==> config.mk <==
export PLATFORM = sky130hd
export DESIGN_NAME = sr_latch_driver_flat
export DESIGN_NICKNAME = d
export VERILOG_FILES = /design/src/rtl/sr_latch_driver_if.sv /design/src/rtl/sr_latch_driver.sv /design/src/flat_wrapper.sv
export SDC_FILE = /design/constraint.sdc
export NUM_CORES = 1
export LEC_CHECK = 0
export CAP_MARGIN = 10
export CORE_UTILIZATION = 47
export CTS_BUF_LIST = sky130_fd_sc_hd__clkbuf_16
export DETAILED_ROUTE_END_ITERATION = 8
export PLACE_DENSITY = 0.7
export SLEW_MARGIN = 20
export SYNTH_ARGS = -nofsm -noshare
export SYNTH_HDL_FRONTEND = slang
export SYNTH_SLANG_ARGS = --single-unit
==> constraint.sdc <==
create_clock -name clk -period 1.8 [get_ports clk]
set_input_delay 0.27 -clock clk [delete_from_list [all_inputs] [get_ports clk]]
set_output_delay 0.27 -clock clk [all_outputs]
set_load 0.01 [all_outputs]
==> src/rtl/sr_latch_driver_if.sv <==
// sr_latch_driver_if: request side and latch-bank side of the SR latch
// write driver, bundled into one interface.
// master: the requester / latch-bank model (drives requests and q).
// slave : the driver itself (drives handshake, s/r/enable, latch_reset, status).
interface sr_latch_driver_if #(
  parameter int WIDTH = 1
);
  logic             req_valid;
  logic             req_ready;
  logic [WIDTH-1:0] req_data;
  logic [WIDTH-1:0] req_mask;
  logic             clr_req;
  logic [WIDTH-1:0] s;
  logic [WIDTH-1:0] r;
  logic             enable;
  logic             latch_reset;
  logic [WIDTH-1:0] q;
  logic             done;
  logic             err;

  modport master (
    output req_valid, req_data, req_mask, clr_req, q,
    input  req_ready, s, r, enable, latch_reset, done, err
  );

  modport slave (
    input  req_valid, req_data, req_mask, clr_req, q,
    output req_ready, s, r, enable, latch_reset, done, err
  );
endinterface

==> src/rtl/sr_latch_driver.sv <==
// sr_latch_driver: turns a masked write request into a timed
// setup / enable-pulse / hold sequence on a bank of gated SR latches,
// and issues timed bank clears through latch_reset.
// Optional feature macro: SR_DRV_READBACK_EN -- when defined, the latch
// q outputs are compared against the written bits at the end of HOLD and
// a mismatch sets the sticky err flag together with done.
module sr_latch_driver #(
  parameter int WIDTH     = 1,
  parameter int SETUP_CYC = 1,
  parameter int PULSE_CYC = 2,
  parameter int HOLD_CYC  = 1
) (
  input  logic                clk,
  input  logic                reset,
  sr_latch_driver_if.slave    bus
);

  typedef enum logic [2:0] {
    IDLE,
    SETUP,
    PULSE,
    HOLD,
    CHECK,
    CLEAR
  } state_t;

  // Phase counters load N-1 on entry and leave the phase when they hit 0.
  localparam logic [7:0] SETUP_LD = 8'(SETUP_CYC - 1);
  localparam logic [7:0] PULSE_LD = 8'(PULSE_CYC - 1);
  localparam logic [7:0] HOLD_LD  = 8'(HOLD_CYC - 1);

  state_t           state_q;
  logic [7:0]       cnt_q;
  logic [WIDTH-1:0] data_q;
  logic [WIDTH-1:0] mask_q;
  logic [WIDTH-1:0] s_q;
  logic [WIDTH-1:0] r_q;
  logic             en_q;
  logic             lr_q;
  logic             rdy_q;
  logic             done_q;
  logic             err_q;

  logic             accept_d;
  logic             cnt_zero_d;
  logic             rb_fail_d;

  // A clear in the same cycle as a write request takes priority, so the
  // write is only taken when no clear is being requested.
  always_comb begin
    accept_d   = bus.req_valid && rdy_q && !bus.clr_req;
    cnt_zero_d = (cnt_q == 8'd0);
  end

`ifdef SR_DRV_READBACK_EN
  // Readback compare, sampled in the last HOLD cycle so err lands with done.
  always_comb begin
    rb_fail_d = |((bus.q ^ data_q) & mask_q);
  end
`else
  // Without readback the captured request and q are not consumed.
  logic unused_rb;
  assign unused_rb = ^{bus.q, data_q, mask_q};
  assign rb_fail_d = 1'b0;
`endif

  // Write/clear sequencer; every output is a register updated here.
  always_ff @(posedge clk) begin
    if (reset) begin
      state_q <= IDLE;
      cnt_q   <= 8'd0;
      data_q  <= '0;
      mask_q  <= '0;
      s_q     <= '0;
      r_q     <= '0;
      en_q    <= 1'b0;
      lr_q    <= 1'b1;
      rdy_q   <= 1'b0;
      done_q  <= 1'b0;
      err_q   <= 1'b0;
    end else begin
      done_q <= 1'b0;
      case (state_q)
        IDLE: begin
          lr_q <= 1'b0;
          if (bus.clr_req) begin
            state_q <= CLEAR;
            cnt_q   <= PULSE_LD;
            lr_q    <= 1'b1;
            rdy_q   <= 1'b0;
          end else if (accept_d) begin
            state_q <= SETUP;
            cnt_q   <= SETUP_LD;
            data_q  <= bus.req_data;
            mask_q  <= bus.req_mask;
            // Disjoint by construction: a bit is either set, reset or untouched.
            s_q     <= bus.req_data & bus.req_mask;
            r_q     <= ~bus.req_data & bus.req_mask;
            rdy_q   <= 1'b0;
          end else begin
            rdy_q   <= 1'b1;
          end
        end
        SETUP: begin
          if (cnt_zero_d) begin
            state_q <= PULSE;
            cnt_q   <= PULSE_LD;
            en_q    <= 1'b1;
          end else begin
            cnt_q   <= cnt_q - 8'd1;
          end
        end
        PULSE: begin
          if (cnt_zero_d) begin
            state_q <= HOLD;
            cnt_q   <= HOLD_LD;
            en_q    <= 1'b0;
          end else begin
            cnt_q   <= cnt_q - 8'd1;
          end
        end
        HOLD: begin
          if (cnt_zero_d) begin
            state_q <= CHECK;
            cnt_q   <= 8'd0;
            s_q     <= '0;
            r_q     <= '0;
            done_q  <= 1'b1;
            if (rb_fail_d) err_q <= 1'b1;
          end else begin
            cnt_q   <= cnt_q - 8'd1;
          end
        end
        CHECK: begin
          // Shared completion cycle for writes and clears.
          state_q <= IDLE;
          rdy_q   <= 1'b1;
        end
        CLEAR: begin
          if (cnt_zero_d) begin
            state_q <= CHECK;
            cnt_q   <= 8'd0;
            lr_q    <= 1'b0;
            done_q  <= 1'b1;
            err_q   <= 1'b0;
          end else begin
            cnt_q   <= cnt_q - 8'd1;
          end
        end
        default: begin
          state_q <= IDLE;
          cnt_q   <= 8'd0;
          s_q     <= '0;
          r_q     <= '0;
          en_q    <= 1'b0;
          lr_q    <= 1'b1;
          rdy_q   <= 1'b0;
        end
      endcase
    end
  end

  assign bus.req_ready   = rdy_q;
  assign bus.s           = s_q;
  assign bus.r           = r_q;
  assign bus.enable      = en_q;
  assign bus.latch_reset = lr_q;
  assign bus.done        = done_q;
  assign bus.err         = err_q;

endmodule
==> src/flat_wrapper.sv <==
// flat-port wrapper written by rule: the top's interface ports become plain ports
module sr_latch_driver_flat 
#(
  parameter int WIDTH     = 1,
  parameter int SETUP_CYC = 1,
  parameter int PULSE_CYC = 2,
  parameter int HOLD_CYC  = 1
)
  (clk, reset, bus_req_valid, bus_req_data, bus_req_mask, bus_clr_req, bus_q, bus_req_ready, bus_s, bus_r, bus_enable, bus_latch_reset, bus_done, bus_err);
  sr_latch_driver_if #(.WIDTH(WIDTH)) bus_i ();
  input  logic clk;
  input  logic reset;
  input wire logic [$bits(bus_i.req_valid)-1:0] bus_req_valid;
  input wire logic [$bits(bus_i.req_data)-1:0] bus_req_data;
  input wire logic [$bits(bus_i.req_mask)-1:0] bus_req_mask;
  input wire logic [$bits(bus_i.clr_req)-1:0] bus_clr_req;
  input wire logic [$bits(bus_i.q)-1:0] bus_q;
  output wire logic [$bits(bus_i.req_ready)-1:0] bus_req_ready;
  output wire logic [$bits(bus_i.s)-1:0] bus_s;
  output wire logic [$bits(bus_i.r)-1:0] bus_r;
  output wire logic [$bits(bus_i.enable)-1:0] bus_enable;
  output wire logic [$bits(bus_i.latch_reset)-1:0] bus_latch_reset;
  output wire logic [$bits(bus_i.done)-1:0] bus_done;
  output wire logic [$bits(bus_i.err)-1:0] bus_err;
  assign bus_i.req_valid = bus_req_valid;
  assign bus_i.req_data = bus_req_data;
  assign bus_i.req_mask = bus_req_mask;
  assign bus_i.clr_req = bus_clr_req;
  assign bus_i.q = bus_q;
  assign bus_req_ready = bus_i.req_ready;
  assign bus_s = bus_i.s;
  assign bus_r = bus_i.r;
  assign bus_enable = bus_i.enable;
  assign bus_latch_reset = bus_i.latch_reset;
  assign bus_done = bus_i.done;
  assign bus_err = bus_i.err;
  sr_latch_driver #(.WIDTH(WIDTH), .SETUP_CYC(SETUP_CYC), .PULSE_CYC(PULSE_CYC), .HOLD_CYC(HOLD_CYC)) u_core (.clk(clk), .reset(reset), .bus(bus_i));
endmodule
==> results.toml <==
[logic_synthesis]
synthesis.area_um2 = 996
synth_xor_xnor_area_share = 0.0528
ys_ff_latch = 17
async_flop_share = 0
yosys_warnings = 0
synthMuxAreaShare = 0.0302
syn_inst = 115
synth_edf_count = 0
synth-simple-area-share = 0.269
synthTopCellsByArea = "dfxtp_1 (34%), xnor2_1 (5.3%), nor2_1 (3.8%), nor2b_1 (3.1%), a21oi_1 (3.0%)"
synth_common_cells = "dfxtp_1 (17), nor2_1 (10), a21oi_1 (6), inv_1 (6), xnor2_1 (6)"
synth_compound_area_frac = 0.216
synth_top_family_by_area = "simple AND/OR/NAND/NOR gates"
syn_nets = 124
synth_top_area_share = 0.342
synth.most_common_cell = "dfxtp_1"
synth_fa_ha_area_frac = 0.0251
synth.yosys.seq_area_share = 0.342
synth_top_area_cell = "dfxtp_1"
ys_types = 45
ys.flop_type = "dfxtp_1"
avgSynthCellArea_um2 = 8.66

[sta]
worst_clock_skew_ps = 2.99
finalCritPeriodShare = 0.977
fin_ws_ps = 41.8
fin_crit_ps = 1760
hold_ws_ps = 478
final_max_slew_viol_count = 0
finalSetupTns_ps = 0
fmax_mhz = 569
rsz0062_at_grt = "true"
hold_violations = 0
finalSetupViolCount = 0

[finish]
layout.cells.non_filler = 164
fillers = 160
antennaDiodeCount = 0
nNetsFinal = 147
drive_gt1_frac = 0.219
multi_input_area_um2 = 607
areaGrowthSynthToFinish_pct = 30.5
final_util = 0.656
stdcell_area_mm2 = 0.00130
seqCellArea_um2 = 342

[power]
p_leak_nw = 0.520
peakVddDrop_uv = 1030
powerDensity_mw_per_mm2 = 2160
fin_total_pwr_mw = 2.81

[placed_design]
io_buffers = 11
place.gp.congestion = 0.908
pre_cts_ws_ps = -10.6
post-place-cells = 160
dpl-instance-area_mm2 = 0.00121
dp_hpwl_um = 1690

[floorplan]
io-pin-count = 14
die_h_um = 48.0
coreArea_mm2 = 0.00198
die_area_mm2 = 0.00231
chipWidth_um = 48.0
initial_core_util = 0.503
placementRows = 16

[grt]
grt_overflow_total = 0
antenna_found_initial = 0
grtUsageTotal = 0.219
grt_pass1_wl_um = 3510
grt_pass1_vias = 776
grt_max_degree = 12

[detailed_routing]
dr.pass1.iters = 4
routed_wl_um = 2360
route.detailed.drc = 0
ant_nets = 0
vias = 935
via_per_inst = 5.70
wire_per_inst_um = 14.4
drtIter0Drc = 19

[run]
maxCapViolCount = 0

[worst_setup_path]
end_kind = "flip-flop"
crit_required_ps = 1980
rrSetupSlack_ps = 40
criticalPathCategory = "flip-flop to flip-flop"
crit_path_start_kind = "flip-flop"
critPathArrivalTime_ps = 1930
crit_fanout = 5

[clocking]
clockRootBuffer = "clkbuf_16"
clock-sinks = 17
post_cts_buffers = 0
cts.clk_slew.worst_paths_ps = 50
cts_tree = "yes"
htreeDepth = 1
insertion_delay_ps = 250
clockBufferDepth = 2
cts_buffers = 3

[outcome]
status = "complete, no violations"

[hold_path]
min_path_type = "flip-flop to flip-flop"
==> critical path, stage by stage (launching register included) <==
cell	delay (ps)
dfxtp_2	320
or4_4	570
buf_4	160
nor2_1	70
or4b_1	440
a21oi_1	140
==> area by class of cell <==
cell class                 count  area share
multi-input combinational     85       0.467
sequential                    17       0.263
timing repair buffer          25       0.166
clock buffer                   3      0.0577
tap                           27      0.0260
inverter                       6      0.0173
clock inverter                 1     0.00385
==> cell families (layout without fill, tap and decap cells) <==
group           Yosys count  count (layout)
compound gates           30              30
xor+xnor                  6               6
fa+ha+maj                 2               2
buf+inv                  13              35
flops                    17              17
mux                       3               3
other cells               1               1
simple gates             43              43
==> power by group <==
part | internal (mW) | switching [mW] | total [mW]
logic | 0.872 | 0.845 | 1.72
clock network | 0.297 | 0.146 | 0.443
registers | 0.519 | 0.130 | 0.649
==> flip-flops by register name, indices dropped and copies added, names as in the netlist <==
register                flops
u_core.bus.req_ready        1
u_core.bus.latch_reset      1
u_core.bus.s                1
u_core.bus.r                1
u_core.bus.enable           1
u_core.bus.done             1
u_core.state_q              3
u_core.cnt_q                8
==> final timing paths <==
path	from	cells past startpoint	end
worst min-delay path	u_core.bus.r$_SDFFE_PP0P_	2	u_core.bus.r$_SDFFE_PP0P_
worst max register to register	u_core.cnt_q[3]$_SDFFE_PP0P_	5	u_core.cnt_q[7]$_SDFFE_PP0P_
worst min register to register	u_core.bus.r$_SDFFE_PP0P_	2	u_core.bus.r$_SDFFE_PP0P_
worst max-delay path	u_core.cnt_q[3]$_SDFFE_PP0P_	5	u_core.cnt_q[7]$_SDFFE_PP0P_
==> per-layer routing <==
metal,global-route usage,up-vias,part of all wire
met3,0.0340,6,0.035
met2,0.343,22,0.48
met1,0.300,444,0.47
li1,-,463,-
met5,0,-,0
met4,0.0833,0,0.015
==> layout by cell type (no fill, tap or decap), types with 2 or more instances in the layout <==
master / count
inv_1: 6
nand2_1: 2
a31oi_1: 4
o21ai_0: 3
nor2b_1: 5
a311oi_1: 2
buf_4: 14
ha_1: 2
a21o_1: 2
o22ai_1: 2
dfxtp_1: 16
nand3_1: 2
a21oi_1: 6
clkdlybuf4s50_1: 11
or2_2: 2
nand2b_1: 4
clkbuf_16: 3
xnor2_1: 6
o41ai_1: 2
nor3_1: 4
nor2_1: 10
mux2i_1: 3
==> timing repair <==
| action | 4_1_cts | 5_1_grt |
|---|---|---|
| gates resized for setup | 1 | 2 |
| endpoints found under the hold margin | 0 | 0 |
| pin swaps | 1 | 3 |
| setup endpoints to repair | 4 | 9 |
| hold buffers | 0 | 0 |
Power figures use the tool's default switching activity.
